`src/rtl/uni_shift_seq.sv`:
```
// uni_shift_seq: command sequencer for a WIDTH-bit universal shift register.
//
// Accepts hold / shift-right / shift-left / load commands, queues them in a
// small FIFO, and expands each one into a cycle-accurate stream of register
// controls (sel, serial-in bits, parallel_in). Every control output is a
// flop, so nothing on cmd_* reaches the register combinationally.
//
// Optional feature: define USEQ_FLUSH_EN to add the synchronous 'flush' input.
// It empties the FIFO and aborts the running command without a done pulse.
//
// Handshake: a command is transferred on a rising edge where
// cmd_valid && cmd_ready. cmd_ready is !full and does not depend on cmd_valid.
// The source holds cmd_op/cmd_data/cmd_cnt stable while cmd_valid && !cmd_ready.
//
// Ports:
//   clk          rising-edge clock
//   rst          asynchronous, active-low reset
//   flush        (USEQ_FLUSH_EN only) clear FIFO and abort current command
//   cmd_valid    command offered
//   cmd_ready    FIFO can accept (= !full)
//   cmd_op       00 hold, 01 shift right, 10 shift left, 11 load
//   cmd_data     load value, or serial pattern sent LSB first
//   cmd_cnt      repeat count; command lasts cmd_cnt+1 cycles (not for load)
//   sel          register mode select
//   shift_r_in   serial input for shift right
//   shift_l_in   serial input for shift left
//   parallel_in  register load value
//   busy         a command is driven this cycle
//   done         pulse on the final drive cycle of each command
//   fsm_state    debug view of the FSM (0 IDLE, 1 RUN)
module uni_shift_seq #(
  parameter int WIDTH = 4,
  parameter int CNT_W = 2,
  parameter int DEPTH = 4
) (
  input  logic             clk,
  input  logic             rst,
`ifdef USEQ_FLUSH_EN
  input  logic             flush,
`endif
  input  logic             cmd_valid,
  output logic             cmd_ready,
  input  logic [1:0]       cmd_op,
  input  logic [WIDTH-1:0] cmd_data,
  input  logic [CNT_W-1:0] cmd_cnt,
  output logic [1:0]       sel,
  output logic             shift_r_in,
  output logic             shift_l_in,
  output logic [WIDTH-1:0] parallel_in,
  output logic             busy,
  output logic             done,
  output logic             fsm_state
);

  localparam int AW = $clog2(DEPTH);
  localparam int CW = AW + 1;
  localparam int EW = 2 + WIDTH + CNT_W;
  localparam int IW = (WIDTH > 1) ? $clog2(WIDTH) : 1;

  localparam logic IDLE = 1'b0;
  localparam logic RUN  = 1'b1;

  // Command FIFO, entry = {op, data, cnt}
  logic [EW-1:0] mem [DEPTH];
  logic [AW-1:0] wr_ptr, rd_ptr;
  logic [CW-1:0] count;

  // Current command
  logic             state;
  logic [1:0]       cur_op;
  logic [WIDTH-1:0] cur_data;
  logic [CNT_W-1:0] cur_cnt;
  logic [CNT_W-1:0] k;

  logic flush_now;
`ifdef USEQ_FLUSH_EN
  assign flush_now = flush;
`else
  assign flush_now = 1'b0;
`endif

  logic full, empty, push, pop, last;
  logic [EW-1:0]    head;
  logic [1:0]       head_op;
  logic [WIDTH-1:0] head_data;
  logic [CNT_W-1:0] head_cnt;

  assign full      = (count == CW'(DEPTH));
  assign empty     = (count == '0);
  assign cmd_ready = !full;
  assign head      = mem[rd_ptr];
  assign head_op   = head[EW-1 -: 2];
  assign head_data = head[CNT_W +: WIDTH];
  assign head_cnt  = head[CNT_W-1:0];
  assign fsm_state = state;

  // A push coinciding with flush is dropped.
  assign push = cmd_valid && !full && !flush_now;
  // Load always finishes in its first cycle regardless of cnt.
  assign last = (state == RUN) && ((cur_op == 2'b11) || (k == cur_cnt));
  // Popping on the last cycle chains commands with no idle bubble.
  assign pop  = !empty && !flush_now && ((state == IDLE) || last);

  // Next-cycle command context
  logic             nxt_state;
  logic [1:0]       nxt_op;
  logic [WIDTH-1:0] nxt_data;
  logic [CNT_W-1:0] nxt_cnt, nxt_k;

  always_comb begin
    nxt_state = state;
    nxt_op    = cur_op;
    nxt_data  = cur_data;
    nxt_cnt   = cur_cnt;
    nxt_k     = k;
    if (flush_now) begin
      nxt_state = IDLE;
    end else if (pop) begin
      nxt_state = RUN;
      nxt_op    = head_op;
      nxt_data  = head_data;
      nxt_cnt   = head_cnt;
      nxt_k     = '0;
    end else if (last) begin
      nxt_state = IDLE;
    end else if (state == RUN) begin
      nxt_k = k + CNT_W'(1);
    end
  end

  // Outputs for the next cycle, registered below.
  logic [1:0]       n_sel;
  logic             n_sr, n_sl, n_busy, n_done;
  logic [WIDTH-1:0] n_pin;
  logic [IW-1:0]    bit_idx;

  always_comb begin
    n_sel   = 2'b00;
    n_sr    = 1'b0;
    n_sl    = 1'b0;
    n_pin   = '0;
    n_busy  = 1'b0;
    n_done  = 1'b0;
    // Serial pattern wraps when the count exceeds the data width.
    bit_idx = IW'(int'(nxt_k) % WIDTH);
    if (nxt_state == RUN) begin
      n_sel  = nxt_op;
      n_busy = 1'b1;
      n_done = (nxt_op == 2'b11) || (nxt_k == nxt_cnt);
      case (nxt_op)
        2'b01:   n_sr  = nxt_data[bit_idx];
        2'b10:   n_sl  = nxt_data[bit_idx];
        2'b11:   n_pin = nxt_data;
        default: ;
      endcase
    end
  end

  always_ff @(posedge clk) begin
    if (push) mem[wr_ptr] <= {cmd_op, cmd_data, cmd_cnt};
  end

  always_ff @(posedge clk or negedge rst) begin
    if (!rst) begin
      wr_ptr <= '0;
      rd_ptr <= '0;
      count  <= '0;
    end else if (flush_now) begin
      wr_ptr <= '0;
      rd_ptr <= '0;
      count  <= '0;
    end else begin
      if (push) wr_ptr <= wr_ptr + AW'(1);
      if (pop)  rd_ptr <= rd_ptr + AW'(1);
      count <= count + CW'(push) - CW'(pop);
    end
  end

  always_ff @(posedge clk or negedge rst) begin
    if (!rst) begin
      state       <= IDLE;
      cur_op      <= 2'b00;
      cur_data    <= '0;
      cur_cnt     <= '0;
      k           <= '0;
      sel         <= 2'b00;
      shift_r_in  <= 1'b0;
      shift_l_in  <= 1'b0;
      parallel_in <= '0;
      busy        <= 1'b0;
      done        <= 1'b0;
    end else begin
      state       <= nxt_state;
      cur_op      <= nxt_op;
      cur_data    <= nxt_data;
      cur_cnt     <= nxt_cnt;
      k           <= nxt_k;
      sel         <= n_sel;
      shift_r_in  <= n_sr;
      shift_l_in  <= n_sl;
      parallel_in <= n_pin;
      busy        <= n_busy;
      done        <= n_done;
    end
  end

endmodule

```
`config.mk`:
```
export PLATFORM = sky130hd
export DESIGN_NAME = uni_shift_seq
export DESIGN_NICKNAME = d
export VERILOG_FILES = /design/src/rtl/uni_shift_seq.sv
export SDC_FILE = /design/constraint.sdc
export NUM_CORES = 1
export LEC_CHECK = 0
export CAP_MARGIN = 20
export CORE_AREA = 2 2 96 98
export CTS_CLUSTER_DIAMETER = 200
export CTS_CLUSTER_SIZE = 16
export DETAILED_ROUTE_END_ITERATION = 8
export DIE_AREA = 0 0 98 100
export PLACE_DENSITY = 0.55
export SYNTH_ARGS = -nofsm -noshare
export SYNTH_HDL_FRONTEND = slang
export SYNTH_SLANG_ARGS = --single-unit
```
`constraint.sdc`:
```
create_clock -name clk -period 2.5 [get_ports clk]
set_input_delay 0.5 -clock clk [delete_from_list [all_inputs] [get_ports clk]]
set_output_delay 0.5 -clock clk [all_outputs]
set_load 0.01 [all_outputs]
```
* Yosys cells after proc, flatten, opt, wreduce, memory -nomap -nowiden
Memories as Yosys holds them, arrays and structs flattened.
Index checks and enable logic that the tools add are counted.
Widths: inputs -> output; s select.
** Storage, ports and cells
- Flip-flop bits (word level) :: 28
- Memory bits (writable) :: 32
- Bits of input ports :: 11
- Output and inout bits :: 12
- Word-level logic and storage cells :: 59
- Memories kept :: 1
** Cells by class
- Add/sub/neg operators :: 5
- Magnitude comparators :: 1
- Equal/unequal tests :: 7
- Mux-type cells :: 21
- Bitwise gates (word level) :: 1
- Reduce and logical (&&, ||, !) cells :: 9
** Memories
- mem :: words 4, width 8, rd ports 1, clocked after Yosys merged registers in 0, wr ports 1, line 64 : logic [EW-1:0] mem [DEPTH];
** Operator list (number)
- $mux 2 :: 6
- $mux 4 :: 3
- $mux 1 :: 11
- $add 2x1->2 const B :: 3
- $eq 2x2->1 const B :: 3
- $eq 2x2->1 :: 2
- $add 3x1->3 :: 1
- $eq 3x3->1 const B :: 1
- $logic_and 1x1->1 :: 3
- $logic_not 3->1 :: 1
- $logic_or 1x1->1 :: 3
- $lt 2x3->1 const B :: 1
- $sub 3x1->3 :: 1
- $bmux 1 s2 :: 1
- $eq 2x1->1 const B :: 1
- $logic_not 1->1 :: 2
- $not 1->1 :: 1

* Logic depth before layout (Yosys ltp)
- Depth after elaboration :: 10
- Depth in mapped cells :: 11
- Depth with buffers taken out :: 11

* Worst setup path after synthesis
No wires, ideal clock.
- Path type :: register to register
- Start point :: reg count[1]
- End point :: reg count[2]
- Setup time :: 126 ps
- Arrival :: 2184 ps
- Setup slack :: 191 ps
- Cell stages (with the launch flop) :: 12
- Buffers on the path :: 1
- Path through :: dfrtp_1 or3_1 buf_2 nand2_4 inv_4 ha_1 inv_1 ha_1 inv_1 fa_1 xnor2_1 xnor2_1
** Between the ends
- Cells in the longest elaborated chain, start to end :: 5
** Ends and longest elaborated chain
- from (decl) :: line 66 : logic [CW-1:0] count;
- from (signal assigned) :: line 175 : count <= count + CW'(push) - CW'(pop);
- $eq 3x3->1 :: line 88 : assign full = (count == CW'(DEPTH));
- $logic_not 1->1 :: line 98 : assign push = cmd_valid && !full && !flush_now;
- $logic_and 1x1->1 :: line 98
- $add 3x1->3 :: line 175
- $sub 3x1->3 * :: line 175
Every way passes the cells marked *; elsewhere a longest branch is shown, timed or not.
A chain may end at the register's enable or synchronous reset.

* Worst setup path in the final report
- Start point :: reg k[1]
- End point :: reg count[2]
** Between the ends
- Cells in the longest elaborated chain, start to end :: 6
** Ends and longest elaborated chain
- from (decl) :: line 73 : logic [CNT_W-1:0] k;
- from (signal assigned) :: line 197 : k <= nxt_k;
- $eq 2x2->1 :: line 100 : assign last = (state == RUN) && ((cur_op == 2'b11) || (k == cur_cnt));
- $logic_or 1x1->1 :: line 100
- $logic_and 1x1->1 :: line 100
- $logic_or 1x1->1 :: line 102 : assign pop = !empty && !flush_now && ((state == IDLE) || last);
- $logic_and 1x1->1 :: line 102
- $sub 3x1->3 :: line 175
Every way passes these cells.

==> metrics.cfg <==
[synth]
synth_fa_ha_area_share_pct = 3.711
seq_area_frac_synth_pct = 63.87
synth.distinct_cells = 47
synth-simple-area-share_pct = 9.326
ys_top_cells_by_area = edfxtp_1 38%, dfrtp_1 26%, mux4_2 4.4%
synth_cells = 165
syn_area_per_cell_um2 = 15.53
synth.net_count = 183
synth_xor_area_share_pct = 2.979
synth_top_cell_by_area = edfxtp_1
synth_area_mm2 = 0.002562
ys_warn_count = 0
synth-seq-cells = 59
synth_top_family_by_area = multiplexers
ys_async_sr_fraction_pct = 45.76
synthFlopType = edfxtp_1
synth_top_area_share_pct = 37.50
synth.most_common_cell = edfxtp_1
synth_edf_count = 32
synth_mux_area_share_pct = 10.01
synth_compound_area_share_pct = 7.275
ys_top_cells_by_count = 32 x edfxtp_1, 27 x dfrtp_1, 13 x nand2_1

[timing]
finClkSkew_ns = 0.007637
slew_viol_final = 0
slew_headroom_pct = 68.98
final_hold_viol_count = 0
max_freq_mhz = 432.6
worst_pin_slew_ns = 0.4654
setup_viol = 0
rsz0062_at_grt = false
min_period_ns = 2.311
period_share_pct = 92.46
setup_tns_ns = 0

[cells_and_area]
diodes = 0
final_cells = 318
finalInstanceArea_mm2 = 0.003131
nets = 220
drive_gt1_share_pct = 21.74
syn_to_final_growth_pct = 22.17

[placement]
gp_congestion = 0.7754
dpl.cell_count = 302
placed_area_mm2 = 0.002953
hpwl_um = 3172
port_buffers = 22

[cts]
clk-insertion-delay-late_ns = 0.34
cts_tree = done
htree_levels = 3
cts_max_path_buffers = 2
clk_pin_slew_ns = 0.07
cts_sinks = 59
cts_resized = 0
post_cts.repair.setup_buffers = 0
cts_buffers = 9
postCtsHoldBufs = 0
root_buffer = clkbuf_8

[power]
leakagePower_nw = 1.220
powerDensity_mw_per_mm2 = 1399
p_total_w = 0.004380
vdd_drop_max_mv = 0.4613

[detailed_routing]
drtIter0Drc = 31
post_drt_wl_per_cell_um = 14.10
finalWirelength_um = 4484
drtAntennaViolNets = 0
dr.pass1.iters = 4
viasPerCell = 4.487
via_count = 1427
drc = 0

[worst_setup_path]
path_class = reg -> reg
crit_required_ns = 2.73
start_kind = register
arrival_ns = 2.54
r2r_cells = 11
crit_fanout = 7
critical_path.endpoint_type = register

[global_route]
grt_start_max_net_pins = 28
first_global_vias = 1514
grt_usage_pct = 10.48
antenna_found_initial = 0
grt_pass1_wl_um = 7652
gr-total-overflow = 0

[die]
die_h_um = 100
core_mm2 = 0.008890
initial_utilization_pct = 28.82
die_w_um = 98
io_pins = 23
rows = 35
die_area_mm2 = 0.009800

[status]
status = complete, no violations

[worst_hold_path]
min_path_cells = 1
hold_class = reg -> reg

[run]
max_cap_viol_count = 0

[worst paths after layout]
check / startpoint / slack, ns / endpoint
setup reg to reg: k[1]$_DFF_PN0_ / 0.19 / count[2]$_DFF_PN0_
setup / recovery: k[1]$_DFF_PN0_ / 0.19 / count[2]$_DFF_PN0_
max in group asynchronous: rst / 1.70 / parallel_in[2]$_DFF_PN0_
hold reg to reg: cur_data[3]$_DFF_PN0_ / 0.53 / cur_data[3]$_DFF_PN0_
min in group asynchronous: rst / 0.54 / done$_DFF_PN0_
hold / removal: cur_data[3]$_DFF_PN0_ / 0.53 / cur_data[3]$_DFF_PN0_
[registers in the layout (all words and copies together), names as in the netlist]
| name | flops |
|---|---|
| shift_r_in | 1 |
| done | 1 |
| cur_data | 4 |
| mem | 32 |
| shift_l_in | 1 |
| count | 3 |
| parallel_in | 4 |
| wr_ptr | 2 |
| sel | 2 |
| rd_ptr | 2 |
| cur_op | 2 |
| cur_cnt | 2 |
| busy | 1 |
| k | 2 |
[metal layers]
metal  up-vias  GRT usage (%)  wire [µm]
li1        687              -          -
met1       704          11.93       1952
met2        27          17.12       2252
met3         9          3.969        192
met4         0          5.769         87
met5         -              0          0
[cell families after synthesis]
kind of cell / count (synthesis)
AOI/OAI and AO/OA: 22
xor gates and xnor gates: 7
adders and majority gates: 7
buffers and inverters: 15
DFF: 59
muxes: 13
and+or+nand+nor: 42
[where the power goes]
group	switching, W	internal, W	total [W]
combinational	0.00102	0.00101	0.00202
sequential	0.000237	0.00136	0.00160
clock	0.000396	0.000363	0.000759
[cell type report]
| class | count | area, µm² |
|---|---|---|
| Fill cell | 864 | 5759 |
| Sequential cell | 59 | 1637 |
| Multi-Input combinational cell | 91 | 853.3 |
| Timing Repair Buffer | 30 | 280.3 |
| Tap cell | 111 | 138.9 |
| Clock buffer | 9 | 123.9 |
| Clock inverter | 7 | 53.80 |
| Inverter | 11 | 43.79 |
[layout by cell type, fill, tap and decap left out, types with 2 or more instances in the layout]
| master | count |
|---|---|
| clkdlybuf4s50_1 | 22 |
| mux4_1 | 3 |
| nor3_1 | 3 |
| nor2b_1 | 5 |
| mux2i_1 | 2 |
| edfxtp_1 | 32 |
| clkinv_4 | 2 |
| xnor2_1 | 5 |
| inv_1 | 10 |
| xor2_2 | 2 |
| mux2_4 | 3 |
| o21ai_0 | 5 |
| ha_1 | 6 |
| clkbuf_8 | 9 |
| nand2_1 | 13 |
| or3_1 | 2 |
| clkinvlp_4 | 3 |
| dfrtp_1 | 27 |
| and3_1 | 4 |
| nand3_1 | 5 |
| a21oi_1 | 3 |
| o31ai_1 | 2 |
| buf_4 | 8 |
| mux4_2 | 5 |
[metrics by stage]
step | utilization [%] | worst slack, ns | hold slack (ns)
detailed placement | 33.22 | 0.06382 | 0.5133
CTS | 35.21 | 0.1783 | 0.5291
finish | 35.21 | 0.1886 | 0.5273
global route | 35.21 | 0.03569 | 0.5462
floorplan | - | 0.1906 | 0.2044
global placement | 33.22 | 0.09581 | 0.5084
[critical path, cell delays in order (launching register included)]
cell     delay (ns)
dfrtp_1        0.51
xor2_2         0.32
o21ai_4        0.10
nand2_4        0.12
inv_4          0.04
ha_1           0.26
inv_1          0.05
ha_1           0.13
inv_1          0.05
fa_1           0.37
xnor2_1        0.14
xnor2_1        0.12
Power figures use the tool's default switching activity.
